**config.mk**
```make
export PLATFORM = sky130hd
export DESIGN_NAME = fetch_stage
export DESIGN_NICKNAME = d
export VERILOG_FILES = /design/src/rtl/cpu_pkg.sv /design/src/rtl/if_id_reg.sv /design/src/rtl/fetch_stage.sv
export SDC_FILE = /design/constraint.sdc
export NUM_CORES = 1
export LEC_CHECK = 0
export BUFFER_PORTS_ARGS = -buffer_cell sky130_fd_sc_hd__buf_2
export CAP_MARGIN = 10
export CORE_UTILIZATION = 35
export DETAILED_ROUTE_END_ITERATION = 6
export PLACE_DENSITY_LB_ADDON = 0.15
export SYNTH_ARGS = -nofsm -noshare
export SYNTH_HDL_FRONTEND = slang
export SYNTH_SLANG_ARGS = --single-unit
```
**constraint.sdc**
```tcl
create_clock -name clk -period 5.25 [get_ports clk]
set_input_delay 1.05 -clock clk [delete_from_list [all_inputs] [get_ports clk]]
set_output_delay 1.05 -clock clk [all_outputs]
set_load 0.01 [all_outputs]
```
**src/rtl/cpu_pkg.sv**
```systemverilog
// Shared CPU definitions: default widths, opcode constants and fetch FSM encoding.
package cpu_pkg;

   localparam int unsigned ADDR_WIDTH_DEF = 16;
   localparam int unsigned DATA_WIDTH_DEF = 16;
   localparam logic [3:0]  OPC_HALT       = 4'hF;

   typedef enum logic [1:0] {
      StIdle   = 2'd0,
      StFetch  = 2'd1,
      StHalted = 2'd2
   } fetch_state_e;

   function automatic logic is_halt(input logic [3:0] opcode);
      return opcode == OPC_HALT;
   endfunction

endpackage

```
**src/rtl/if_id_reg.sv**
```systemverilog
// IF/ID pipeline register: captures instruction and address, with hold and flush controls.
module if_id_reg #(
   parameter int unsigned ADDR_WIDTH = 16,
   parameter int unsigned DATA_WIDTH = 16
) (
   input  logic                  clk,
   input  logic                  rst_n,
   input  logic                  hold,
   input  logic                  flush,
   input  logic [DATA_WIDTH-1:0] next_instr,
   input  logic [ADDR_WIDTH-1:0] next_pc,
   output logic [DATA_WIDTH-1:0] instr,
   output logic [ADDR_WIDTH-1:0] pc,
   output logic                  valid
);

   logic [DATA_WIDTH-1:0] instr_q;
   logic [ADDR_WIDTH-1:0] pc_q;
   logic                  valid_q;

   // Flush only kills the valid bit; stale data is harmless once marked a bubble.
   always_ff @(posedge clk or negedge rst_n) begin
      if (!rst_n) begin
         instr_q <= '0;
         pc_q    <= '0;
         valid_q <= 1'b0;
      end else if (flush) begin
         valid_q <= 1'b0;
      end else if (!hold) begin
         instr_q <= next_instr;
         pc_q    <= next_pc;
         valid_q <= 1'b1;
      end
   end

   assign instr = instr_q;
   assign pc    = pc_q;
   assign valid = valid_q;

endmodule

```
**src/rtl/fetch_stage.sv**
```systemverilog
// Instruction fetch stage: PC sequencing, halt detection and redirect handling feeding IF/ID.
module fetch_stage
   import cpu_pkg::*;
#(
   parameter int unsigned           ADDR_WIDTH = ADDR_WIDTH_DEF,
   parameter int unsigned           DATA_WIDTH = DATA_WIDTH_DEF,
   parameter logic [ADDR_WIDTH-1:0] RESET_PC   = '0
) (
   input  logic                  clk,
   input  logic                  rst_n,
   input  logic                  start,
   output logic [ADDR_WIDTH-1:0] pc,
   input  logic [DATA_WIDTH-1:0] instruction,
   input  logic                  stall,
   input  logic                  redirect,
   input  logic [ADDR_WIDTH-1:0] redirect_pc,
   output logic [DATA_WIDTH-1:0] if_id_instr,
   output logic [ADDR_WIDTH-1:0] if_id_pc,
   output logic                  if_id_valid,
   output logic                  halted
);

   fetch_state_e          state_q, state_d;
   logic [ADDR_WIDTH-1:0] pc_q, pc_d;
   logic                  reg_hold;
   logic                  reg_flush;
   logic                  halt_opc;

   assign halt_opc = is_halt(instruction[DATA_WIDTH-1 -: 4]);

   always_ff @(posedge clk or negedge rst_n) begin
      if (!rst_n) begin
         state_q <= StIdle;
         pc_q    <= RESET_PC;
      end else begin
         state_q <= state_d;
         pc_q    <= pc_d;
      end
   end

   // Redirect outranks stall; both outrank normal advance.
   always_comb begin
      state_d   = state_q;
      pc_d      = pc_q;
      reg_hold  = 1'b1;
      reg_flush = 1'b0;
      if (redirect && (state_q != StIdle)) begin
         pc_d      = redirect_pc;
         reg_flush = 1'b1;
         state_d   = StFetch;
      end else begin
         unique case (state_q)
            StIdle: begin
               pc_d = RESET_PC;
               if (start) begin
                  state_d = StFetch;
               end
            end
            StFetch: begin
               if (!stall) begin
                  reg_hold = 1'b0;
                  if (halt_opc) begin
                     state_d = StHalted;
                  end else begin
                     pc_d = pc_q + ADDR_WIDTH'(1);
                  end
               end
            end
            StHalted: begin
               if (!stall) begin
                  reg_flush = 1'b1;
               end
            end
            default: begin
               state_d = StIdle;
               pc_d    = RESET_PC;
            end
         endcase
      end
   end

   if_id_reg #(
      .ADDR_WIDTH(ADDR_WIDTH),
      .DATA_WIDTH(DATA_WIDTH)
   ) u_if_id_reg (
      .clk       (clk),
      .rst_n     (rst_n),
      .hold      (reg_hold),
      .flush     (reg_flush),
      .next_instr(instruction),
      .next_pc   (pc_q),
      .instr     (if_id_instr),
      .pc        (if_id_pc),
      .valid     (if_id_valid)
   );

   assign pc     = pc_q;
   assign halted = (state_q == StHalted);

endmodule

```
== Word-level counts from Yosys, hierarchy flattened ==
Cells that the tools add are included.

* Add/sub/neg operators: 1
* Equal/unequal tests: 9
* Muxes and demuxes: 17
* Bitwise gates (word level): 2
* Reductions and logical operators: 6

{| class="wikitable"
|+ Operator list
! operator !! number
|-
| $mux 16 || 3
|-
| $pmux 16 s2 || 1
|-
| $add 16x1->16 const B || 1
|-
| $ne 3x3->1 const B || 4
|-
| $mux 1 || 8
|-
| $mux 2 || 4
|-
| $pmux 2 s3 || 1
|-
| $eq 4x4->1 const B || 1
|-
| $reduce_and 4->1 || 1
|-
| $reduce_and 3->1 || 1
|-
| $eq 2x1->1 const B || 1
|-
| $eq 2x2->1 const B || 1
|-
| $logic_not 2->1 || 1
|-
| $ne 2x1->1 const B || 1
|-
| $ne 2x2->1 const B || 1
|-
| $not 1->1 || 2
|-
| $reduce_and 2->1 || 1
|-
| $reduce_bool 2->1 || 1
|-
| $logic_and 1x1->1 || 1
|}

* Flip-flop bits (word level): 51
* Input port bits: 37
* Output and inout port bits: 50
* Logic and storage cells: 40

== Longest topological paths before layout ==
Gate-level depths: netlist of the first run.

* Depth after elaboration: 5
* Depth in mapped cells: 7
* Depth with buffers taken out: 5

== By module ==
From an unflattened synthesis of the first run, not the netlist that was laid out.

* Cells, all modules: 224
* Area total of the unflattened synthesis: 2618.8 um^2

{| class="wikitable"
|+ Modules (own cells, without submodules)
! module !! instances !! cells an instance !! area each (um^2) !! sequential area each (um^2)
|-
| fetch_stage || 1 || 153 || 1341.3 || 450.4
|-
| if_id_reg || 1 || 71 || 1277.5 || 825.8
|}

== Least setup slack after synthesis of the first run ==
Ideal clock, no wire load.

* Path type: input to register
* Start: in redirect
* End: reg u_if_id_reg.instr_q[0] (netlist: u_if_id_reg.instr[0])
* Data arrival time: 2.312 ns
* Slack: 2.813 ns
* Stages: 5
* Path through: or3b_1 > buf_6 > nor2_1 > buf_4 > mux2_2

* Cells in the longest elaborated chain, start to end: 4
* Elaborated cells between the ends (all ways): 6

{| class="wikitable"
|+ RTL lines
! element !! RTL line !! RTL
|-
| start: declaration || fetch_stage.sv:15 || <nowiki>input logic redirect,</nowiki>
|-
| $logic_and 1x1->1 (*) || fetch_stage.sv:47 || <nowiki>if (redirect && (state_q != StIdle)) begin</nowiki>
|-
| $mux 1 || fetch_stage.sv:47 ||
|-
| $not 1->1 (no line) || n/a ||
|-
| $reduce_and 2->1 (no line) (*) || n/a ||
|-
| end signal: assignment || if_id_reg.sv:30 || <nowiki>instr_q <= next_instr;</nowiki>
|-
| end: declaration || if_id_reg.sv:17 || <nowiki>logic [DATA_WIDTH-1:0] instr_q;</nowiki>
|}

Mark *: on every way between the ends. The rest lies on a longest branch, timed or not.
A chain may end at the register's enable or synchronous reset.

== Worst setup path in the final report of the first run ==
* Start: in redirect
* End: reg u_if_id_reg.instr_q[10] (netlist: u_if_id_reg.instr[10])

Same word-level chain as after synthesis.

==> results of run 1 <==
placed cells by master, fill, tap and decap left out, types with 3 or more instances in the layout:
| master | n |
|---|---|
| mux2_2 | 32 |
| buf_2 | 86 |
| dfrtp_1 | 51 |
| nand2_1 | 16 |
| nor3_1 | 3 |
| o211ai_1 | 3 |
| inv_1 | 6 |
| nor2_1 | 8 |
| nor4_1 | 3 |
| nand4_1 | 9 |
| nand2b_1 | 5 |
| a32o_1 | 6 |
| a21oi_1 | 14 |
| nand3_1 | 5 |
| clkbuf_8 | 5 |
| o31ai_1 | 3 |
| o21ai_0 | 8 |
per-layer routing:
metal  up-vias  wire [um]
li1       1021          -
met1      1049       2970
met2        56       2930
met3         8        268
met4         0         92
met5         -          0
final cells by class:
class                   count  area (um^2)
clock inverters             2         37.5
well taps                  96          120
multi-input cells         157         1170
fillers                   686         3770
repair buffers             88          445
flip-flops and latches     51         1280
inverters                   6         22.5
clock buffers               5         68.8
report_power, final:
group | leakage [uW] | switching [uW] | internal, uW
Combinational | 0.000776 | 130 | 130
Sequential | 0.000628 | 59.4 | 463
Clock | 0.0000502 | 136 | 140
Total | 0.00145 | 326 | 732
flip-flops by register name, summed over array words and instances (netlist names):
register / flops
u_if_id_reg.instr: 16
u_if_id_reg.pc: 16
u_if_id_reg.valid: 1
state_q: 2
pc: 16
per-stage QoR:
step,instances,util,power [uW],hold WS (ns),area (um^2)
global placement,397,0.438,789,0.486,3030
finish,405,0.455,1060,0.507,3140
floorplan,228,-,672,0.523,2540
detailed placement,397,0.438,794,0.491,3030
global route,405,0.455,1120,0.532,3140
CTS,404,0.453,1070,0.513,3130
worst min path at each step:
stage / to / slack (ns) / cells past startpoint / startpoint
floorplan: u_if_id_reg.valid / 0.52 / 2 / u_if_id_reg.valid
CTS: u_if_id_reg.pc[7] / 0.51 / 1 / u_if_id_reg.pc[7]
detailed placement: u_if_id_reg.pc[1] / 0.49 / 1 / u_if_id_reg.pc[1]
global placement: u_if_id_reg.pc[4] / 0.49 / 1 / u_if_id_reg.pc[4]
global route: u_if_id_reg.instr[9] / 0.53 / 1 / u_if_id_reg.instr[9]
finish: u_if_id_reg.instr[4] / 0.51 / 1 / u_if_id_reg.instr[4]
logic make-up after synthesis:
group	Yosys count
adder cells (fa/ha/maj)	1
flip-flops	51
XOR/XNOR	1
AND/OR/NAND/NOR	62
buffers and inverters	20
multiplexers	32
AO/OA/AOI/OAI	61
==> metrics.txt, run 1 <==
endpoint type of the worst setup path=flop; top cells by area, synth=dfrtp_1 50%, mux2_2 14%, a21oi_1 2.8%; CTS root buffer=clkbuf_8; FF-to-FF path depth=3; Syn Nets=266; met3 track demand over resource=0.0294; Data required, critical path=about 5.5 ns; pwr dens=337 nW/um^2; hold crit path type=reg -> reg; synth cell count leaders=51 x dfrtp_1, 32 x mux2_2, 16 x nand2_1; First-pass DRT Iterations=4; DRC viols=0; final worst setup slack=2.46 ns; busiest grt layer=met2; Total Neg Setup Slack=0 ns; largest net degree at the start of global routing=52; GPL Wtd Cong=0.803; Setup crit start=redirect; H-tree levels=2; fin crit share=0.532; die area=7590 um^2; Final Max Tran Viols=0; GRT met2 Usage=0.272; first-pass GRT wire length=10400 um; share of the synthesized area in the top cell type=0.503; reg2reg start=state_q[0]; CTS Buf Count=5; Worst Path Max Fanout=32; CTS resizes=0; clock sink total=51; post-synthesis sequential area ratio=0.503; Async SR Flop Fraction=1.00; Crit path depth=4; status=finished, final reports clean; Tmin final=2.79 ns; Gate Count Post-Synth=228; post-DR wirelength/cell=15.4 um; Setup CP Type=in -> reg; post-synthesis register bit count=51; final wirelength=6260 um; Synthesis Warnings=0; Compound-Gate Fraction of Synth Area=0.175; count leader, synth=dfrtp_1; maxcap violations=0; CP endpoint=u_if_id_reg.instr[10]; crit-path max cell delay=~0.78 ns; VDD IR max=~0.14 mV; Initial DRC Count=112; Adder-Cell Fraction of Synth Area=0.00493; Rows=30; Clock transition at path regs=0.09 ns; proportion of synthesized area in mux cells=0.142; Post-synth EDFFs=0; post-route antenna net violation count=0; Ant. Diodes=0; Synth Area in XOR/XNOR=0.00345; post-CTS setup repair buffer count=0; die height=87.1 um; hold_buf cts=0; normalized max-slew margin=0.381; crit-path leading delay family=simple AND/OR/NAND/NOR gates; vias in the first global route=about 2000; I/O Buffers=86; syn_area_per_cell=11.1 um^2; Die X=87.1 um; Pleak=0.00145 uW; core area=between 6000 and 7000 um^2; main flop type after synthesis=dfrtp_1; Fmax achieved=358 MHz; initial antenna violation count=0; worst clock skew=roughly 0.005 ns; Initial Util=0.367; CP max-delay cell=nor2_4; RSZ-0062 raised after global routing=false; crit path cell chain=buf_2 -> or3b_1 -> nor2_4 -> mux2_2; Critical Path AT=2.99 ns; main combinational cell family by area after synthesis=compound AO/OA/AOI/OAI gates; CTS tree=done; clk_lat worst skew=0.31 ns; Slew @ Worst Pin=0.926 ns; Post-Synth Simple-Gate Area=0.133; I/O pins=87; Vias/cell=approximately 5.3; Fin. Hold Viols=0; final setup violation count=0; worst reg2reg setup slack=2.80 ns; r2r endpoint=u_if_id_reg.instr[10]; largest area contributor in the netlist=dfrtp_1; Clock Tree Buf Depth=2; Syn Std Cell Area=between 2000 and 3000 um^2; Worst setup SP type=primary input; nets=347; Global Route Usage Sum=0.175; Area Growth Syn to Fin=23.8%; CP Buf/Inv Count=1; layout cells sized above 1=0.434; grt ovf=0; DP HPWL=4350 um; M1 GR Usage=0.244; via count=2134; dpl ws=about 2.1 ns; Synth cell types=50
Power figures use the tool's default switching activity.
==> inputs of run 2 (changes only) <==
Clock period 5.25 ns to 2.4 ns, I/O delays scaled along.
==> run 2 against run 1 <==
  * Wire length is 3.4% higher
  * Power is 120% higher
  * Via count is 2.1% higher
  * Sequential power is 120% higher
  * Critical endpoint is now pc[9]
  * Largest cell class unchanged
  * Largest power group unchanged
  * Highest routed layer unchanged
==> metrics.txt, run 2 (synthesis gave the netlist of run 1 again) <==
Initial Util=0.367 (unchanged); reg2reg start=state_q[0]; GPL Wtd Cong=0.821 (+2.3%); r2r endpoint=pc[9]; Area Growth Syn to Fin=27.4%; maxcap violations=0 (unchanged); post-CTS setup repair buffer count=0 (unchanged); VDD IR max=0.324 mV (+140%); CTS tree=done; Initial DRC Count=125 (+12%); Critical Path AT=2.29 ns (-0.70 ns); fill count=714 (+4.1%); Clock Tree Buf Depth=2 (unchanged); worst clock skew=0.00678 ns (+0.00176 ns); Fmax achieved=around 490 MHz; Data required, critical path=2.65 ns (-2.80 ns); clock sink total=51 (unchanged); Final Max Tran Viols=0 (unchanged); die height=87.1 um (unchanged); Post-DP Area=3130 um^2 (+3.3%); I/O pins=87 (unchanged); die area=7590 um^2 (unchanged); hold_buf cts=0 (unchanged); Rows=30 (unchanged); CP endpoint=pc[9]; pwr dens=720 nW/um^2 (+110%); met3 track demand over resource=0.0360 (+0.00664); Clock transition at path regs=0.09 ns (about the same); final wirelength=6470 um (+3.4%); Pleak=0.00151 uW (+3.6%); nets=356 (+2.6%); Setup CP Type=reg -> reg; status=finished, final reports clean; First-pass DRT Iterations=4 (unchanged); worst reg2reg setup slack=0.35 ns (-2.45 ns); Global Route Usage Sum=0.181 (+0.00606); commonest non-fill, non-tap cells in the layout=86 x buf_2, 51 x dfrtp_1, 32 x mux2_2, 16 x nand2_1, 14 x a21oi_1; clk_lat worst skew=0.31 ns (about the same); via count=2179 (+2.1%); M1 GR Usage=0.255 (+0.0107); commonest non-fill, non-tap cell in the layout=buf_2; cell area after layout=3230 um^2 (+2.9%); Fin. Hold Viols=0 (unchanged); first-pass GRT wire length=10500 um (+1.3%); DP HPWL=4660 um (+7.1%); Vias/cell=5.26 (-0.11%); endpoint type of the worst setup path=flop; GRT met2 Usage=0.278 (+0.00644); Die X=87.1 um (unchanged); CTS root buffer=clkbuf_8; post-DR wirelength/cell=15.6 um (+1.2%); Tmin final=2.05 ns; CTS resizes=0 (unchanged); Ant. Diodes=0 (unchanged); normalized max-slew margin=0.643 (+0.261); fin crit share=0.852; Worst Path Max Fanout=9 (-72%); Slew @ Worst Pin=0.532 ns (-0.394 ns); grt ovf=0 (unchanged); Total Neg Setup Slack=0 ns (unchanged); RSZ-0062 raised after global routing=false; core area=6910 um^2 (unchanged); H-tree levels=2 (unchanged); largest net degree at the start of global routing=32 (-38%); layout cells sized above 1=0.450 (+0.0160); post-route antenna net violation count=0 (unchanged); DRC viols=0 (unchanged); Worst setup SP type=flop; busiest grt layer=met2; final setup violation count=0 (unchanged); vias in the first global route=2047 (-0.049%); initial antenna violation count=0 (unchanged); Setup crit start=state_q[0]; FF-to-FF path depth=4 (+1); CTS Buf Count=5 (unchanged); hold crit path type=in -> async; I/O Buffers=86 (unchanged)
==> run 2: cell count changes in the layout (fill, tap and decap cells not counted) <==
| cell | delta |
|---|---|
| buf_12 | +2 |
| buf_4 | +7 |
==> run 2: routing by layer <==
metal,share of wire,wire [um],up-vias
met5,0,0,-
met3,0.073,470,6
met2,0.46,2970,75
met4,0.013,81,0
li1,-,-,1046
met1,0.45,2940,1052
==> run 2: layout make-up <==
class                      count  area (um^2)  share of cell area
timing repair buffer          97          538               0.166
tap                           96          120              0.0372
sequential                    51         1280               0.395
clock inverter                 2         37.5              0.0116
multi-input combinational    157         1170               0.362
inverter                       6         22.5             0.00697
clock buffer                   5         68.8              0.0213
==> run 2: worst min path at each step <==
stage,start,endpoint
floorplan,rst_n,pc[0]
global placement,rst_n,u_if_id_reg.pc[11]
detailed placement,u_if_id_reg.pc[3],u_if_id_reg.pc[3]
CTS,rst_n,u_if_id_reg.pc[10]
global route,rst_n,u_if_id_reg.pc[11]
finish,rst_n,u_if_id_reg.pc[13]
==> run 2: report_power, final <==
part	total [uW]	switching (uW)	leakage [uW]	internal, uW
Combinational	595	295	0.000828	300
Sequential	1140	126	0.000628	1010
Clock	594	289	0.0000502	305
Total	2330	710	0.00151	1620
==> run 2: worst max-delay path: stages (launching register included) <==
cell and delay (ns):
dfrtp_1 0.45, or3b_1 0.57, or3_1 0.51, o31ai_1 0.29, a32o_1 0.16
==> run 2: metrics by stage <==
step | worst slack, ns | total power [uW] | std cells | util | hold WS [ns]
6_report | 0.354 | 2330 | 414 | 0.468 | 0.140
5_1_grt | 0.250 | 2460 | 414 | 0.468 | 0.169
4_1_cts | 0.382 | 2360 | 414 | 0.468 | 0.153
3_5_place_dp | 0.276 | 1760 | 407 | 0.453 | 0.491
3_3_place_gp | 0.282 | 1750 | 407 | 0.453 | 0.485
2_1_floorplan | 0.533 | 1470 | 228 | - | 0.184
